[config.mk]
export PLATFORM = sky130hd
export DESIGN_NAME = store_write_buffer
export DESIGN_NICKNAME = d
export VERILOG_FILES = /design/src/rtl/store_write_buffer.sv
export SDC_FILE = /design/constraint.sdc
export NUM_CORES = 1
export LEC_CHECK = 0
export BUFFER_PORTS_ARGS = -buffer_cell sky130_fd_sc_hd__clkbuf_2
export CAP_MARGIN = 10
export CORE_UTILIZATION = 34
export DETAILED_ROUTE_END_ITERATION = 12
export GPL_TIMING_DRIVEN = 0
export PLACE_DENSITY = 0.6
export SLEW_MARGIN = 10
export SYNTH_ARGS = -nofsm -noshare
export SYNTH_HDL_FRONTEND = slang
export SYNTH_SLANG_ARGS = --single-unit
[constraint.sdc]
create_clock -name clk -period 8.85 [get_ports clk]
set_input_delay 0 -clock clk [delete_from_list [all_inputs] [get_ports clk]]
set_output_delay 0 -clock clk [all_outputs]
set_load 0.01 [all_outputs]
[src/rtl/store_write_buffer.sv]
// =============================================================================
// Module : store_write_buffer
// Brief  : Store-side alignment/byte-enable generation feeding a small FIFO
//          that drains to data memory, with word-granular load-conflict flag.
// Rev    : 1.0
// =============================================================================
`default_nettype none

module store_write_buffer #(
    parameter int DEPTH = 2
) (
    input  logic        clk,
    input  logic        rst,
    input  logic        StoreValid,
    input  logic [1:0]  StoreType,
    input  logic [31:0] StoreAddr,
    input  logic [31:0] StoreData,
    output logic        StoreReady,
    output logic        MemWriteEn,
    output logic [29:0] MemWriteAddr,
    output logic [3:0]  MemByteEn,
    output logic [31:0] MemWriteData,
    input  logic        MemWriteAck,
    input  logic [31:0] LoadCheckAddr,
    output logic        LoadConflict,
    output logic        AddrErr,
    output logic [31:0] BadVAddr,
    output logic        BufEmpty
);

    localparam int PTR_W = (DEPTH > 1) ? $clog2(DEPTH) : 1;
    localparam int CNT_W = PTR_W + 1;
    localparam logic [CNT_W-1:0] C_DEPTH = CNT_W'(DEPTH);

    localparam logic [1:0] C_TYPE_BYTE = 2'b00;
    localparam logic [1:0] C_TYPE_HALF = 2'b01;
    localparam logic [1:0] C_TYPE_WORD = 2'b10;

    // ------------------------------------------------------------------
    // Request decode: alignment, byte-enable mask, lane replication
    // ------------------------------------------------------------------
    logic        w_aligned;
    logic [3:0]  w_be;
    logic [31:0] w_data;

    always_comb begin
        w_aligned = 1'b0;
        w_be      = 4'b0000;
        w_data    = StoreData;
        case (StoreType)
            C_TYPE_BYTE: begin
                w_aligned = 1'b1;
                w_be      = 4'b0001 << StoreAddr[1:0];
                w_data    = {4{StoreData[7:0]}};
            end
            C_TYPE_HALF: begin
                w_aligned = ~StoreAddr[0];
                w_be      = StoreAddr[1] ? 4'b1100 : 4'b0011;
                w_data    = {2{StoreData[15:0]}};
            end
            C_TYPE_WORD: begin
                w_aligned = (StoreAddr[1:0] == 2'b00);
                w_be      = 4'b1111;
                w_data    = StoreData;
            end
            default: begin
                w_aligned = 1'b0;
            end
        endcase
    end

    // ------------------------------------------------------------------
    // FIFO bookkeeping
    // ------------------------------------------------------------------
    logic [CNT_W-1:0] count_q, count_d;
    logic [PTR_W-1:0] head_q, head_d;
    logic [PTR_W-1:0] tail_q, tail_d;
    logic [DEPTH-1:0] valid_q, valid_d;
    logic             err_q, err_d;
    logic [31:0]      badvaddr_q, badvaddr_d;

    logic [29:0] addr_q [DEPTH];
    logic [3:0]  be_q   [DEPTH];
    logic [31:0] data_q [DEPTH];

    logic w_accept;
    logic w_push;
    logic w_reject;
    logic w_pop;
    logic w_nonempty;

    // Ready depends only on registered occupancy, so an ack in a full cycle
    // cannot open a same-cycle path for a new request.
    assign StoreReady = (count_q < C_DEPTH);
    assign w_nonempty = (count_q != '0);
    assign w_accept   = StoreValid & StoreReady;
    assign w_push     = w_accept & w_aligned;
    assign w_reject   = w_accept & ~w_aligned;
    assign w_pop      = MemWriteAck & w_nonempty;

    always_comb begin
        count_d    = count_q;
        head_d     = head_q;
        tail_d     = tail_q;
        valid_d    = valid_q;
        err_d      = w_reject;
        badvaddr_d = badvaddr_q;

        if (w_pop) begin
            head_d          = head_q + 1'b1;
            valid_d[head_q] = 1'b0;
        end
        if (w_push) begin
            tail_d          = tail_q + 1'b1;
            valid_d[tail_q] = 1'b1;
        end
        case ({w_push, w_pop})
            2'b10:   count_d = count_q + 1'b1;
            2'b01:   count_d = count_q - 1'b1;
            default: count_d = count_q;
        endcase
        if (w_reject) begin
            badvaddr_d = StoreAddr;
        end
    end

    always_ff @(posedge clk or posedge rst) begin
        if (rst) begin
            count_q    <= '0;
            head_q     <= '0;
            tail_q     <= '0;
            valid_q    <= '0;
            err_q      <= 1'b0;
            badvaddr_q <= '0;
        end else begin
            count_q    <= count_d;
            head_q     <= head_d;
            tail_q     <= tail_d;
            valid_q    <= valid_d;
            err_q      <= err_d;
            badvaddr_q <= badvaddr_d;
        end
    end

    // Payload storage needs no reset: occupancy and valid bits gate every use.
    always_ff @(posedge clk) begin
        if (w_push) begin
            addr_q[tail_q] <= StoreAddr[31:2];
            be_q[tail_q]   <= w_be;
            data_q[tail_q] <= w_data;
        end
    end

    // ------------------------------------------------------------------
    // Memory-side head presentation (forced to zero while empty)
    // ------------------------------------------------------------------
    assign MemWriteEn   = w_nonempty;
    assign MemWriteAddr = w_nonempty ? addr_q[head_q] : 30'd0;
    assign MemByteEn    = w_nonempty ? be_q[head_q]   : 4'd0;
    assign MemWriteData = w_nonempty ? data_q[head_q] : 32'd0;
    assign BufEmpty     = ~w_nonempty;
    assign AddrErr      = err_q;
    assign BadVAddr     = badvaddr_q;

    // ------------------------------------------------------------------
    // Word-granular load conflict against every occupied entry
    // ------------------------------------------------------------------
    logic [DEPTH-1:0] w_hit;

    generate
        for (genvar gi = 0; gi < DEPTH; gi++) begin : g_conflict
            assign w_hit[gi] = valid_q[gi] & (addr_q[gi] == LoadCheckAddr[31:2]);
        end
    endgenerate

    assign LoadConflict = |w_hit;

endmodule

`default_nettype wire
# After elaboration in Yosys (flattened, before gate mapping)
# Memories as Yosys holds them, arrays and structs flattened.
# Cells that the tools add are included.
# word_totals
regBits	39
latch_bits	0
mem_bits_rw	132
rom_bits	0
in_bits	102
out_inout_bits	103
wordCells	60
memories	3
# classes
n_addsub	4
multipliers	0
n_div	0
n_lt_le_gt_ge	5
n_eq_ne	6
shifts	1
n_mux	16
bitwise_logic	12
reduce_logical	7
# mem_list
name	words	word_bits	read_ports	rd_clocked_by_memory_dff	wr	line_no	text
data_q	2	32	1	0	1	84	logic [31:0] data_q [DEPTH];
addr_q	2	30	3	0	1	82	logic [29:0] addr_q [DEPTH];
be_q	2	4	1	0	1	83	logic [3:0] be_q [DEPTH];
# ops
op	count
case mux 32 bit (2 select lines)	1
== test 30 bit	2
two-way mux 32 bit	1
two-way mux 30 bit	1
case mux 4 bit (3 select lines)	1
two-way mux 4 bit	2
AND 1 bit	6
== test 2 x 1 -> 1 bit (second input constant)	2
== test 2 bit (second input constant)	2
logical NOT 2 bit	2
less-than comparator 1 x 2 -> 1 bit (second input constant)	2
two-way mux 1 bit	4
two-way mux 2 bit	2
case mux 2 bit (2 select lines)	1
nonzero test 2 bit	2
left shift 1 x 2 -> 4 bit (first input constant)	1
NOT 1 bit	3
case mux 1 bit (3 select lines)	1
adder 1 bit (second input constant)	2
adder 2 x 1 -> 2 bit (second input constant)	1
AND 2 bit	1
demux 1 bit (select 1 bit)	2
>= comparator 1 bit (second input constant)	2
logical AND 1 bit	2
other kinds (5)	5

# Longest topological paths before layout
# depth
word_depth	9
depth_mapped	8

# Worst setup path before layout
# OpenSTA, ideal clock, no wires.
# synth_path
path_type	register to register
start	register count_q[1]
end	memory addr_q[0][0], enable pin
setup_time_ps	491
arrival_ps	3551
setup_slack_ps	4809
path_stages_with_launch	4
cell_sequence	dfrtp_1 inv_1 nand3_1 nor2_1
# synth_between
elab_chain_len	5
# synth_lines
element	line_no	text
from (decl)	75	logic [CNT_W-1:0] count_q, count_d;
from (signal assigned)	136	count_q <= count_d;
less-than comparator 2 bit	94	assign StoreReady = (count_q < C_DEPTH);
named net StoreReady	18	output logic StoreReady,
AND 1 bit	96	assign w_accept = StoreValid & StoreReady;
AND 1 bit	97	assign w_push = w_accept & w_aligned;
two-way mux 1 bit	147	if (w_push) begin
two-way mux 1 bit (not written as such)	148	addr_q[tail_q] <= StoreAddr[31:2];
to (decl)	82	
# The timed path passes the listed nets, and every way through them passes these cells.

# Worst setup path after layout
# layout_path
start	input port StoreAddr[1]
end	memory addr_q[0][15], enable pin
# layout_between
elab_chain_len	5
# layout_lines
element	line_no	text
from (decl)	16	input logic [31:0] StoreAddr,
logical NOT 2 bit	62	w_aligned = (StoreAddr[1:0] == 2'b00);
case mux 1 bit (3 select lines)	50	case (StoreType)
AND 1 bit	97	
two-way mux 1 bit	147	
two-way mux 1 bit (not written as such)	148	
# Every way passes these cells.

==> results.toml <==
[run_status]
status = "finished with violations"
violations = "DRC"

[yosys]
synth_seq_cells = 171
synth_top_area_cell = "edfxtp_1"
syn_avg_cell_area_um2 = 14.8
yosysWarnings = 0
yosysUniqueCellTypes = 30
synthCells = 519
ys_top_cells_by_area = "edfxtp_1 (52%), dfrtp_1 (13%), mux2i_1 (9.8%), mux2_4 (5.7%), xnor2_1 (4.0%)"
syn_area_mm2 = 0.00769
synth_seq_area_share = 0.642
syn-num-nets = 622
yosysTopAreaCellShare = 0.515

[power_and_ir_drop]
power-per-cell-area_mw_per_mm2 = 284
ir_drop_v = 0.000136
leakagePower_nw = 4.51

[sta]
worstMarginPinSlew_ns = 0.781
timing.fmax_mhz = 411
finalSetupViolations = 0
skew_ns = 0.0102
rsz0062_at_grt = "false"
fin_crit_sh = 0.275
min_period_ns = 2.43
slew_headroom = 0.478
maxSlewViolCount = 0
tns_ns = 0
finalHoldViolCount = 0

[job]
max_cap_viol_count = 0

[cts]
cts_max_path_buffers = 2
cts_root_buffer = "clkbuf_16"
cts_htree_levels = 4
post_cts.resized_instances = 0
post-cts-setup-buffers = 0
cts_tree = "done"
clk_pin_slew_ns = 0.07
clock_latency_ns = 0.42
cts.sinks = 171
cts_buffers = 17

[detailed_routing]
ant_nets = 0
drt_wl_total_mm = 20.3
via_per_inst = 4.66
drtIter0Drc = 262
wl_per_cell_um = 18.4
dr.pass1.iters = 9
drc_errors = 19
vias = 5148

[floorplan]
num_rows = 54
die_area_mm2 = 0.0232
ios = 205
die_w_um = 152
core_area_mm2 = 0.0220
dieHeight_um = 152
initial_core_util = 0.349

[worst_setup_path]
path_class = "input port to flop"
cp-start-kind = "input port"
path_max_fanout = 26
crit_family = "simple AND/OR/NAND/NOR gates"
crit_required_ns = 8.97
arrival_ns = 2.55
crit_path_top_delay_cell = "nor2_4"
end_kind = "flop"
crit_buf_inv = 3
crit_chain = "dlygate4sd3_1 -> clkbuf_2 -> o21a_1 -> o22ai_1 -> nand3_1 -> nor2_4 -> buf_12"
slowest_delay_ns = 0.71

[global_routing]
grt_use_total = 0.179
antenna_found_initial = 0
first_global_vias = 5352
grt_max_degree = 27
grt_pass1_wl_mm = 30.9
grt.overflow.total = 0

[final_layout]
area_delta_synth_final_pct = 36.3
post-route-cell-area_mm2 = 0.0105
post_route_cells_drive_above_1_share = 0.373
final_cell_mix = "clkbuf_2 (200), edfxtp_1 (132), mux2i_1 (75)"
nets = 914
layout_commonest_cell = "clkbuf_2"
antenna_cells = 0

[placement]
portBuffers = 200
dp_hpwl_mm = 14.9
postPlaceCellArea_mm2 = 0.00921
place_congestion = 0.843

[hold_path]
worst_hold_path_type = "input port to flop"
through the flow:
stage / utilization / worst slack, ns / total power [mW] / hold slack (ns) / instances
finish: 0.476 / 6.42 / 2.98 / 0.0684 / 1104
global route: 0.476 / 6.26 / 3.14 / 0.0688 / 1104
CTS: 0.476 / 6.39 / 3.02 / 0.0569 / 1104
detailed placement: 0.418 / 6.51 / 2.22 / 0.0584 / 1005
global placement: 0.411 / 2.73 / 2.21 / 0.207 / 999
floorplan: - / 4.81 / 1.76 / 0.0989 / 519
metal layers:
layer  track usage  up-vias  routed length (um)
li1              -     2455                   -
met1         0.220     2486                8620
met2         0.308      189                9970
met3        0.0529       18                1380
met4        0.0486        0                 290
met5             0        -                   0
kinds of logic after synthesis:
family,after synthesis,share of synthesized area
AO/OA/AOI/OAI,21,0.0143
AND/OR/NAND/NOR,106,0.0615
buffers and inverters,32,0.0244
flip-flops,171,0.642
XOR/XNOR,65,0.0740
adder cells (fa/ha/maj),1,0.00163
multiplexers,123,0.182
path summary, 6_finish.rpt:
path                                          start                  endpoint  slack [ns]  depth (start not counted)
hold reg to reg            BadVAddr[30]$_DFFE_PP0P_  BadVAddr[30]$_DFFE_PP0P_        0.51                          1
setup / recovery                       StoreAddr[1]   addr_q[0][15]$_DFFE_PP_        6.42                          7
setup reg to reg             count_q[1]$_DFFE_PP0P_   addr_q[0][15]$_DFFE_PP_        6.67                          4
min in group asynchronous                       rst   BadVAddr[3]$_DFFE_PP0P_        0.16                          3
max in group asynchronous                       rst  BadVAddr[30]$_DFFE_PP0P_        8.19                          4
hold / removal                           StoreValid  BadVAddr[14]$_DFFE_PP0P_        0.07                          3
cell usage after synthesis (all sizes together):
cell type	n
edfxtp	132
xor2	30
nor4	6
buf	17
o21ai	13
dfrtp	39
clkbuf	7
xnor2	35
nand2	9
mux2	48
nand3b	1
a21oi	5
nand4	10
nor3	2
or4	2
nor2	73
ha	1
or2	1
o21a	1
inv	8
nand3	1
nand2b	1
o22ai	2
mux2i	75
sequential cells by signal, summed over array words and instances, names as in the netlist:
| register | count |
|---|---|
| head_q | 1 |
| BadVAddr | 32 |
| AddrErr | 1 |
| data_q | 64 |
| be_q | 8 |
| addr_q | 60 |
| count_q | 2 |
| valid_q | 2 |
| tail_q | 1 |
repair_timing:
action | CTS | global route
hold buffers | 67 | 0
hold endpoints to repair | 198 | 0
setup endpoints to repair | 0 | 0
layout make-up:
cell class              instances  area, um2
fillers                      1989      11500
flip-flops and latches        171       4940
multi-input cells             316       2580
repair buffers                273       1820
clock buffers                  21        472
well taps                     280        350
plain buffers                  24        158
clock inverters                11        133
inverters                       8       30.0
report_power, final:
group / total, mW / leakage (nW) / switching, mW / internal (mW)
Combinational: 1.12 / 2.56 / 0.619 / 0.501
Sequential: 1.10 / 1.66 / 0.0723 / 1.02
Clock: 0.763 / 0.290 / 0.318 / 0.445
tightest hold or removal path, cell delays in order:
cell and delay (ns):
clkbuf_2 0.11, nand3b_4 0.17, mux2_2 0.18
Note: power is estimated with default switching activity, not from simulation.
